File: config.mk
export PLATFORM = sky130hd
export DESIGN_NAME = vip_itc_frame_counter_v2
export DESIGN_NICKNAME = d
export VERILOG_FILES = /design/src/rtl/vip_itc_pkg.sv /design/src/rtl/vip_itc_sample_counter.sv /design/src/rtl/vip_itc_frame_counter_v2.sv
export SDC_FILE = /design/constraint.sdc
export NUM_CORES = 1
export LEC_CHECK = 0
export CORE_ASPECT_RATIO = 1.2
export CORE_MARGIN = 4
export CORE_UTILIZATION = 47
export DETAILED_ROUTE_END_ITERATION = 6
export GPL_TIMING_DRIVEN = 0
export PLACE_DENSITY = 0.75
export SLEW_MARGIN = 15
export SYNTH_ARGS = -nofsm -noshare
export SYNTH_HDL_FRONTEND = slang
export SYNTH_SLANG_ARGS = --single-unit
export TNS_END_PERCENT = 1
File: constraint.sdc
create_clock -name clk -period 3.17 [get_ports clk]
set_input_delay 0.4755 -clock clk [delete_from_list [all_inputs] [get_ports clk]]
set_output_delay 0.4755 -clock clk [all_outputs]
set_load 0.005 [all_outputs]
File: src/rtl/vip_itc_pkg.sv
// Shared types and elaboration helpers for the VIP ITC frame counter.
// Holds width defaults, the parallel-mode enum and parameter check functions.
package vip_itc_pkg;

  localparam int H_WIDTH_DEF = 16;
  localparam int V_WIDTH_DEF = 15;

  typedef logic [H_WIDTH_DEF-1:0] h_count_t;
  typedef logic [V_WIDTH_DEF-1:0] v_count_t;

  typedef enum logic {
    PM_SINGLE   = 1'b0,
    PM_PARALLEL = 1'b1
  } par_mode_e;

  function automatic int clog2(input int v);
    int r;
    r = 0;
    for (int i = 0; i < 31; i++) begin
      if ((1 << i) < v) r = i + 1;
    end
    return r;
  endfunction

  // sample_tick keeps at least one bit so a single plane still elaborates
  function automatic int tick_width(input int n);
    return (clog2(n) < 1) ? 1 : clog2(n);
  endfunction

  function automatic bit pip_legal(input int p);
    return (p == 1) || (p == 2) || (p == 4) || (p == 8);
  endfunction

endpackage

File: src/rtl/vip_itc_sample_counter.sv
// Colour-plane sequencer: steps sample_tick through the planes of a sample.
// Ports: clk, rst, sclr, enable in; sample_tick, count_sample out.
module vip_itc_sample_counter
  import vip_itc_pkg::*;
#(
  parameter int N        = 3,
  parameter int PARALLEL = 1,
  parameter int TW       = 2
) (
  input  logic          clk,
  input  logic          rst,
  input  logic          sclr,
  input  logic          enable,
  output logic [TW-1:0] sample_tick,
  output logic          count_sample
);

  localparam logic PAR = (PARALLEL != 0) || (N < 2);
  localparam logic [TW-1:0] LAST = TW'(N - 1);

  logic at_last;

  assign at_last = (sample_tick == LAST);

  // sclr wins over enable, so a clear cycle never completes a sample
  assign count_sample = enable & ~sclr & (PAR | at_last);

  always_ff @(posedge clk or posedge rst) begin
    if (rst) begin
      sample_tick <= '0;
    end else if (sclr) begin
      sample_tick <= '0;
    end else if (enable && !PAR) begin
      sample_tick <= at_last ? '0 : sample_tick + TW'(1);
    end
  end

endmodule

File: src/rtl/vip_itc_frame_counter_v2.sv
// Raster position generator with shadowed totals and optional field tracking.
// Ports: clk, rst, sclr, enable, par_mode, totals, update_req/ack, presets,
// count_sample, sample_tick, new_line, new_frame, h_count, v_count, field.
// Build option: define VIP_FC_INTERLACE_EN to enable interlaced field tracking.
module vip_itc_frame_counter_v2
  import vip_itc_pkg::*;
#(
  parameter int H_WIDTH                       = 16,
  parameter int V_WIDTH                       = 15,
  parameter int NUMBER_OF_COLOUR_PLANES       = 3,
  parameter int COLOUR_PLANES_ARE_IN_PARALLEL = 1,
  parameter int PIXELS_IN_PARALLEL            = 1,
  localparam int TW = tick_width(NUMBER_OF_COLOUR_PLANES)
) (
  input  logic               clk,
  input  logic               rst,
  input  logic               sclr,
  input  logic               enable,
  input  logic               par_mode,
  input  logic [H_WIDTH-1:0] h_total,
  input  logic [V_WIDTH-1:0] v_total,
  input  logic [V_WIDTH-1:0] f1_v_start,
  input  logic               update_req,
  output logic               update_ack,
  input  logic [H_WIDTH-1:0] h_reset,
  input  logic [V_WIDTH-1:0] v_reset,
  output logic               count_sample,
  output logic [TW-1:0]      sample_tick,
  output logic               new_line,
  output logic               new_frame,
  output logic [H_WIDTH-1:0] h_count,
  output logic [V_WIDTH-1:0] v_count,
  output logic               field
);

  // illegal widths fall back to single-pixel stepping
  localparam int PIP = pip_legal(PIXELS_IN_PARALLEL) ?
                       PIXELS_IN_PARALLEL : 1;
  localparam logic [H_WIDTH:0] STEP_P = (H_WIDTH+1)'(PIP);
  localparam logic [H_WIDTH:0] STEP_1 = (H_WIDTH+1)'(1);

  logic [H_WIDTH-1:0] h_last;
  logic [V_WIDTH-1:0] v_last;
  logic [H_WIDTH-1:0] pend_h;
  logic [V_WIDTH-1:0] pend_v;
  logic               pend;
  logic               apply;
  logic [H_WIDTH:0]   h_step;
  logic [H_WIDTH:0]   h_sum;

  vip_itc_sample_counter #(
    .N        (NUMBER_OF_COLOUR_PLANES),
    .PARALLEL (COLOUR_PLANES_ARE_IN_PARALLEL),
    .TW       (TW)
  ) u_sample (
    .clk          (clk),
    .rst          (rst),
    .sclr         (sclr),
    .enable       (enable),
    .sample_tick  (sample_tick),
    .count_sample (count_sample)
  );

  assign h_step = (par_mode_e'(par_mode) == PM_PARALLEL) ? STEP_P : STEP_1;

  // one spare bit so a position near the top of the range cannot wrap
  assign h_sum     = {1'b0, h_count} + h_step;
  assign new_line  = count_sample & (h_sum > {1'b0, h_last});
  assign new_frame = new_line & (v_count >= v_last);

  assign apply = pend & (sclr | new_frame);

  always_ff @(posedge clk or posedge rst) begin
    if (rst) begin
      h_count <= '0;
      v_count <= '0;
    end else if (sclr) begin
      h_count <= h_reset;
      v_count <= v_reset;
    end else if (count_sample) begin
      if (new_line) begin
        h_count <= '0;
        v_count <= new_frame ? '0 : v_count + V_WIDTH'(1);
      end else begin
        h_count <= h_sum[H_WIDTH-1:0];
      end
    end
  end

  // a request landing on the frame edge is kept for the following frame
  always_ff @(posedge clk or posedge rst) begin
    if (rst) begin
      pend       <= 1'b0;
      pend_h     <= '0;
      pend_v     <= '0;
      h_last     <= '0;
      v_last     <= '0;
      update_ack <= 1'b0;
    end else begin
      update_ack <= apply;
      if (apply) begin
        h_last <= pend_h;
        v_last <= pend_v;
      end
      if (update_req) begin
        pend_h <= h_total - H_WIDTH'(1);
        pend_v <= v_total - V_WIDTH'(1);
        pend   <= 1'b1;
      end else if (apply) begin
        pend <= 1'b0;
      end
    end
  end

`ifdef VIP_FC_INTERLACE_EN

  logic [V_WIDTH-1:0] pend_f1;
  logic [V_WIDTH-1:0] f1_act;
  logic [V_WIDTH-1:0] f1_eff;
  logic [V_WIDTH-1:0] vl_eff;

  function automatic logic f1_ok(input logic [V_WIDTH-1:0] f1,
                                 input logic [V_WIDTH-1:0] vl);
    return (f1 != '0) && (f1 <= vl);
  endfunction

  // on a clear the field must see the totals being applied that cycle
  assign f1_eff = apply ? pend_f1 : f1_act;
  assign vl_eff = apply ? pend_v : v_last;

  always_ff @(posedge clk or posedge rst) begin
    if (rst) begin
      pend_f1 <= '0;
      f1_act  <= '0;
    end else begin
      if (apply) f1_act <= pend_f1;
      if (update_req) pend_f1 <= f1_v_start;
    end
  end

  always_ff @(posedge clk or posedge rst) begin
    if (rst) begin
      field <= 1'b0;
    end else if (sclr) begin
      field <= f1_ok(f1_eff, vl_eff) && (v_reset >= f1_eff);
    end else if (new_line) begin
      if (new_frame) begin
        field <= 1'b0;
      end else if (f1_ok(f1_act, v_last) &&
                   ((v_count + V_WIDTH'(1)) == f1_act)) begin
        field <= 1'b1;
      end
    end
  end

`else

  logic unused_f1;

  assign unused_f1 = ^f1_v_start;
  assign field     = 1'b0;

`endif

endmodule

Word level (Yosys, flattened, before mapping)
Cells that the tools add are included.

storage, ports and cells
  bits in latches = 0
  output and inout bits = 38
  logic and storage cells = 33
  register bits = 95
  bits of input ports = 83
  bits in writable memories = 0
  memories kept = 0
  memory bits (read-only) = 0

operators by class
  bitwise gates (word level) = 6
  multiply operators = 0
  magnitude comparators = 2
  shift operators = 0
  div/mod/pow operators = 0
  reductions and logical operators = 4
  add/subtract/negate cells = 4
  eq/ne operators = 0
  multiplexer cells = 9

operators by type and width
  kind                                                number
  two-way mux 15 bit                                  4
  two-way mux 16 bit                                  3
  adder 16 x 1 -> 17 bit, second input constant       1
  > comparator 17 x 16 -> 1 bit                       1
  subtractor 16 x 1 -> 16 bit, second input constant  1
  adder 15 x 1 -> 15 bit, second input constant       1
  greater-or-equal comparator 15 bit                  1
  subtractor 15 x 1 -> 15 bit, second input constant  1
  nonzero test 2 bit                                  3
  AND 1 bit                                           4
  two-way mux 1 bit                                   2
  AND reduction 2 bit                                 1
  inverter 1 bit                                      1
  bitwise OR 1 bit                                    1

Longest topological paths before layout
  depth after elaboration = 8
  mapped depth = 15
  gate-level depth less buffers = 13

By module
A second synthesis with hierarchy kept.

unflattened totals
  cell total of the unflattened synthesis = 842
  area, all modules = 6851.6 um^2

modules (own cells, without submodules)
  module                    cells each  instances  area each (um^2)
  vip_itc_frame_counter_v2  838         1          6819.0
  vip_itc_sample_counter    4           1          32.5

Least setup slack after synthesis
No wires, ideal clock.

  kind = register to register
  from = register h_count[2]
  to = register h_last[0]
  stages on the path, launching flop included = 15
  setup time = 125 ps
  period minus slack after synthesis = 3493 ps
  setup slack = -323 ps
  arrival = 3368 ps
  required time = 3045 ps
  cells stage by stage = dfrtp_1 > nand3_1 > nor3_1 > and2_1 > nand4_1 > xnor2_1 > ha_1 > nand4_1 > nor4_2 > and4_1 > a31oi_4 > o211a_1 > o21a_4 > buf_6 > mux2_4

on the way
  longest elaborated chain between the ends = 6

ends and longest elaborated chain
  what                           RTL line                         text
  from (decl)                    vip_itc_frame_counter_v2.sv:31   output logic [H_WIDTH-1:0] h_count,
  from (signal assigned)         vip_itc_frame_counter_v2.sv:78   h_count <= h_reset;
  from (signal assigned)         vip_itc_frame_counter_v2.sv:85   h_count <= h_sum[H_WIDTH-1:0];
  adder 16 x 1 -> 17 bit         vip_itc_frame_counter_v2.sv:67   assign h_sum = {1'b0, h_count} + h_step;
  > comparator 17 x 16 -> 1 bit  vip_itc_frame_counter_v2.sv:68   assign new_line = count_sample & (h_sum > {1'b0, h_last});
  AND 1 bit                      vip_itc_frame_counter_v2.sv:68
  AND 1 bit                      vip_itc_frame_counter_v2.sv:69   assign new_frame = new_line & (v_count >= v_last);
  via new_frame                  vip_itc_frame_counter_v2.sv:30   output logic new_frame,
  bitwise OR 1 bit               vip_itc_frame_counter_v2.sv:71   assign apply = pend & (sclr | new_frame);
  AND 1 bit                      vip_itc_frame_counter_v2.sv:71
  to (signal assigned)           vip_itc_frame_counter_v2.sv:102  h_last <= pend_h;
  to (decl)                      vip_itc_frame_counter_v2.sv:42   logic [H_WIDTH-1:0] h_last;

The timed path passes the listed nets, and every way through them passes these cells.
A chain may end at the register's enable or synchronous reset.

Worst setup path after layout
  from = register h_count[11]
  to = output new_frame

on the way
  longest elaborated chain between the ends = 4

ends and longest elaborated chain
  what                           RTL line
  adder 16 x 1 -> 17 bit         vip_itc_frame_counter_v2.sv:67
  > comparator 17 x 16 -> 1 bit  vip_itc_frame_counter_v2.sv:68
  AND 1 bit                      vip_itc_frame_counter_v2.sv:68
  AND 1 bit                      vip_itc_frame_counter_v2.sv:69
  to (decl)                      vip_itc_frame_counter_v2.sv:30

No other way between the ends.

==> impl_metrics.ini <==
[clock_network]
clk_latency_ns = 0.35
cts_root_buffer = clkbuf_16
cts_buffers = 9
htreeDepth = 3
holdBufCountCts = 0
clockBufferDepth = 2
cts_tree = built
cts.clk_slew.worst_paths_ns = 0.07
cts_sinks = 95

[setup_path]
setup.worst_path.class = register to output pin
max_stage_delay_ns = 0.44
critical_path_depth = 13
path_buf_inv = 3
cp_max_fo = 6
cp_slowest_cell = dfrtp_2
start_kind = register
arrival_ns = 3.51
crit_chain = and4_2 > and3_2 > nand3_1 > xnor2_1 > ha_1 > nand3_2 > nor2_1 > a221oi_2 > a31oi_4 > buf_6 > buf_6 > o211a_4 > buf_6
cp.required_ns = 2.69
end_kind = output pin
r2r_cells = 15
crit_top_cell = buf_6
critical-path-top-delay-family = simple AND/OR/NAND/NOR gates

[layout]
finalNetCount = 908
final_cells = 956
final_core_util_pct = 67.7
diodes = 0
layout-drive-gt1-share_pct = 22.4
synthToLayoutAreaGrowth_pct = 41.5

[hold_path]
hold_path_depth = 1
hold_class = register to register

[yosys]
yosysSeqAreaShare_pct = 41.0
avgSynthCellArea_um2 = 9.48
synth_cell_type_count = 58
async_reset_ff_share_pct = 100
synth.ff_latch_count = 95
synth_edf_count = 0
synth_top_flop_cell = dfrtp_1
synth_warnings = 0
synthCells = 612
synth_area_um2 = 5800

[sta]
hold_violations = 0
setup_viol = 66
timing.final.ws_setup_ns = -0.819
final_max_slew_viol_count = 0
timing.fmax_ghz = 0.251
rsz0062_at_grt = true
finClkSkew_ns = 0.0112
tightestPinTransition_ns = 0.606
min_period_ns = 3.99
max-slew-margin-rel_pct = 59.6
fin_crit_sh_pct = 126

[floorplanning]
die_w_um = 109
die_y_um = 130
boundaryPins = 121
rows = 44
start_util_pct = 47.9
die-area_um2 = 14200
core_um2 = 12100

[global_route]
grt_usage_pct = 23.2
antenna_found_initial = 0
grt_pass1_vias = 5390
grt_pass1_wl_um = 26100
grt_overflow = 0
grt_start_max_net_pins = 57

[run_status]
outcome = complete, but fails checks
violations = setup timing

[route]
antenna_left = 0
wl_um = 17700
wl_per_cell_um = 18.6
drtPass1Iterations = 5
drc = 0
drt_iter0_markers = 411
drt-vias-per-instance = 5.74
vias = 5484

[placed_design]
gp_congestion = 0.903
dp.cells = 875
port_buffers = 99
post-place-ws_ns = -0.984
dp_hpwl_um = 10900

[flow_run]
max-cap-violations = 0

[power_and_ir_drop]
p_leak_nw = 3.62
pwr_density_cell_nw_per_um2 = 496
irDropWorstVdd_mv = 0.280
finalPower_mw = 4.07
==> through the flow <==
| step | TNS (ns) | hold slack [ns] | instance area, um^2 |
|---|---|---|---|
| after CTS | -24.81 | 0.507 | 7930 |
| final | -38.02 | 0.507 | 8210 |
| after global placement | -132.40 | 0.483 | 7030 |
| after detailed placement | -29.00 | 0.492 | 7060 |
| after global routing | -43.08 | 0.519 | 8210 |
| after floorplan | -2.61 | 0.471 | 5840 |
==> synthesized netlist by cell type, types with 2 or more instances <==
cell type	instances	area share, %
a21o_1	4	0.52
a21oi_1	38	3.3
a31o_2	2	0.30
a31oi_1	24	2.6
a32oi_1	4	0.60
and2_1	3	0.32
and3_1	9	0.97
and4_1	4	0.60
buf_2	2	0.17
buf_4	4	0.52
buf_6	3	0.58
clkbuf_1	21	1.4
dfrtp_1	95	41
ha_1	35	7.5
inv_1	41	2.7
mux2_2	3	0.58
mux2_4	28	7.2
mux2i_1	2	0.35
nand2_1	42	2.7
nand2b_1	6	0.65
nand3_1	16	1.4
nand4_1	5	0.54
nor2_1	65	4.2
nor2b_1	13	1.4
nor3_1	12	1.0
nor3b_1	2	0.26
nor4_1	7	0.75
o211a_1	2	0.35
o211ai_1	5	0.65
o21ai_0	32	2.8
o21bai_1	3	0.39
o31ai_1	3	0.39
or3_1	8	0.86
or3b_1	5	0.75
or4_1	6	0.78
xnor2_1	31	4.7
xor2_1	6	0.91
==> layer usage <==
layer	vias to the layer above	wire [um]	global-route usage (%)
met5	-	0	0
met4	0	796	11.7
met3	67	1230	3.36
met2	308	8610	39.1
met1	2597	7100	28.9
li1	2512	-	-
==> power breakdown <==
part	switching, mW	internal (mW)
clock	0.489	0.561
sequential	0.178	1.40
combinational	0.676	0.765
==> worst register-to-register path, delay by kind of cell (launching register included) <==
kind / cells / cell delay [ns]
AOI/OAI and AO/OA: 4 / 1.00
buffers and inverters: 3 / 0.42
adders and majority gates: 1 / 0.34
DFF: 1 / 0.44
and+or+nand+nor: 5 / 0.90
muxes: 1 / 0.31
xor gates and xnor gates: 1 / 0.33
==> cells in the final DEF (no fill, tap or decap), drive strengths merged, types with 2 or more instances in the layout <==
cell and instances:
nand3 17, or4 6, o31ai 3, or3 8, and3 9, o211a 2, a31oi 25, o211ai 6
buf 80, nor2b 13, and4 4, clkinv 4, dfrtp 95, xor2 6, nor3b 2, mux2i 2
a32oi 4, nor2 66, o21ai 33, a31o 2, and2 3, a21oi 38, xnor2 31, clkbuf 31
a21o 4, mux2 31, ha 35, clkdlybuf4s50 97, o21a 2, nand2b 6, or3b 6, nand4 5
inv 43, conb 3, o21bai 3, nor4 8, nand2 42, nor3 12
==> what timing repair did <==
| item | CTS | global route |
|---|---|---|
| pin swaps | 16 | 29 |
| buffers inserted | 50 | 17 |
| endpoints found under the setup margin | 65 | 66 |
| resized for setup | 64 | 40 |
==> registers in the layout, summed over array words and instances, names as in the netlist <==
register	flops
h_last	16
pend	1
pend_v	15
h_count	16
v_last	15
update_ack	1
v_count	15
pend_h	16
==> path summary, 6_finish.rpt <==
kind	slack, ns	start	endpoint
max	-0.82	h_count[11]$_DFFE_PP0P_	new_frame
min	0.51	pend_v[9]$_DFFE_PP0P_	v_last[9]$_DFFE_PP0P_
max reg2reg	-0.70	h_count[11]$_DFFE_PP0P_	h_last[4]$_DFFE_PP0P_
min reg2reg	0.51	pend_v[9]$_DFFE_PP0P_	v_last[9]$_DFFE_PP0P_
max in group asynchronous	1.98	rst	h_count[9]$_DFFE_PP0P_
min in group asynchronous	0.53	rst	pend_h[9]$_DFFE_PP0P_
==> cell families after synthesis <==
logic type | count (synthesis) | share of synthesized area (%)
adders and majority gates | 35 | 7.55
buffers and inverters | 74 | 5.50
xor gates and xnor gates | 37 | 5.59
muxes | 33 | 8.18
and+or+nand+nor | 209 | 18.3
other | 1 | 0.0646
AOI/OAI and AO/OA | 128 | 13.9
DFF | 95 | 41.0
==> area by class of cell <==
type	instances	area [um^2]
timing repair buffer	165	1570
multi-input combinational	445	3380
fill	883	3910
buffer	32	215
inverter	42	160
clock buffer	11	243
sequential	95	2390
tap	161	201
clock inverter	5	40.0
(Power assumes the default switching activity.)
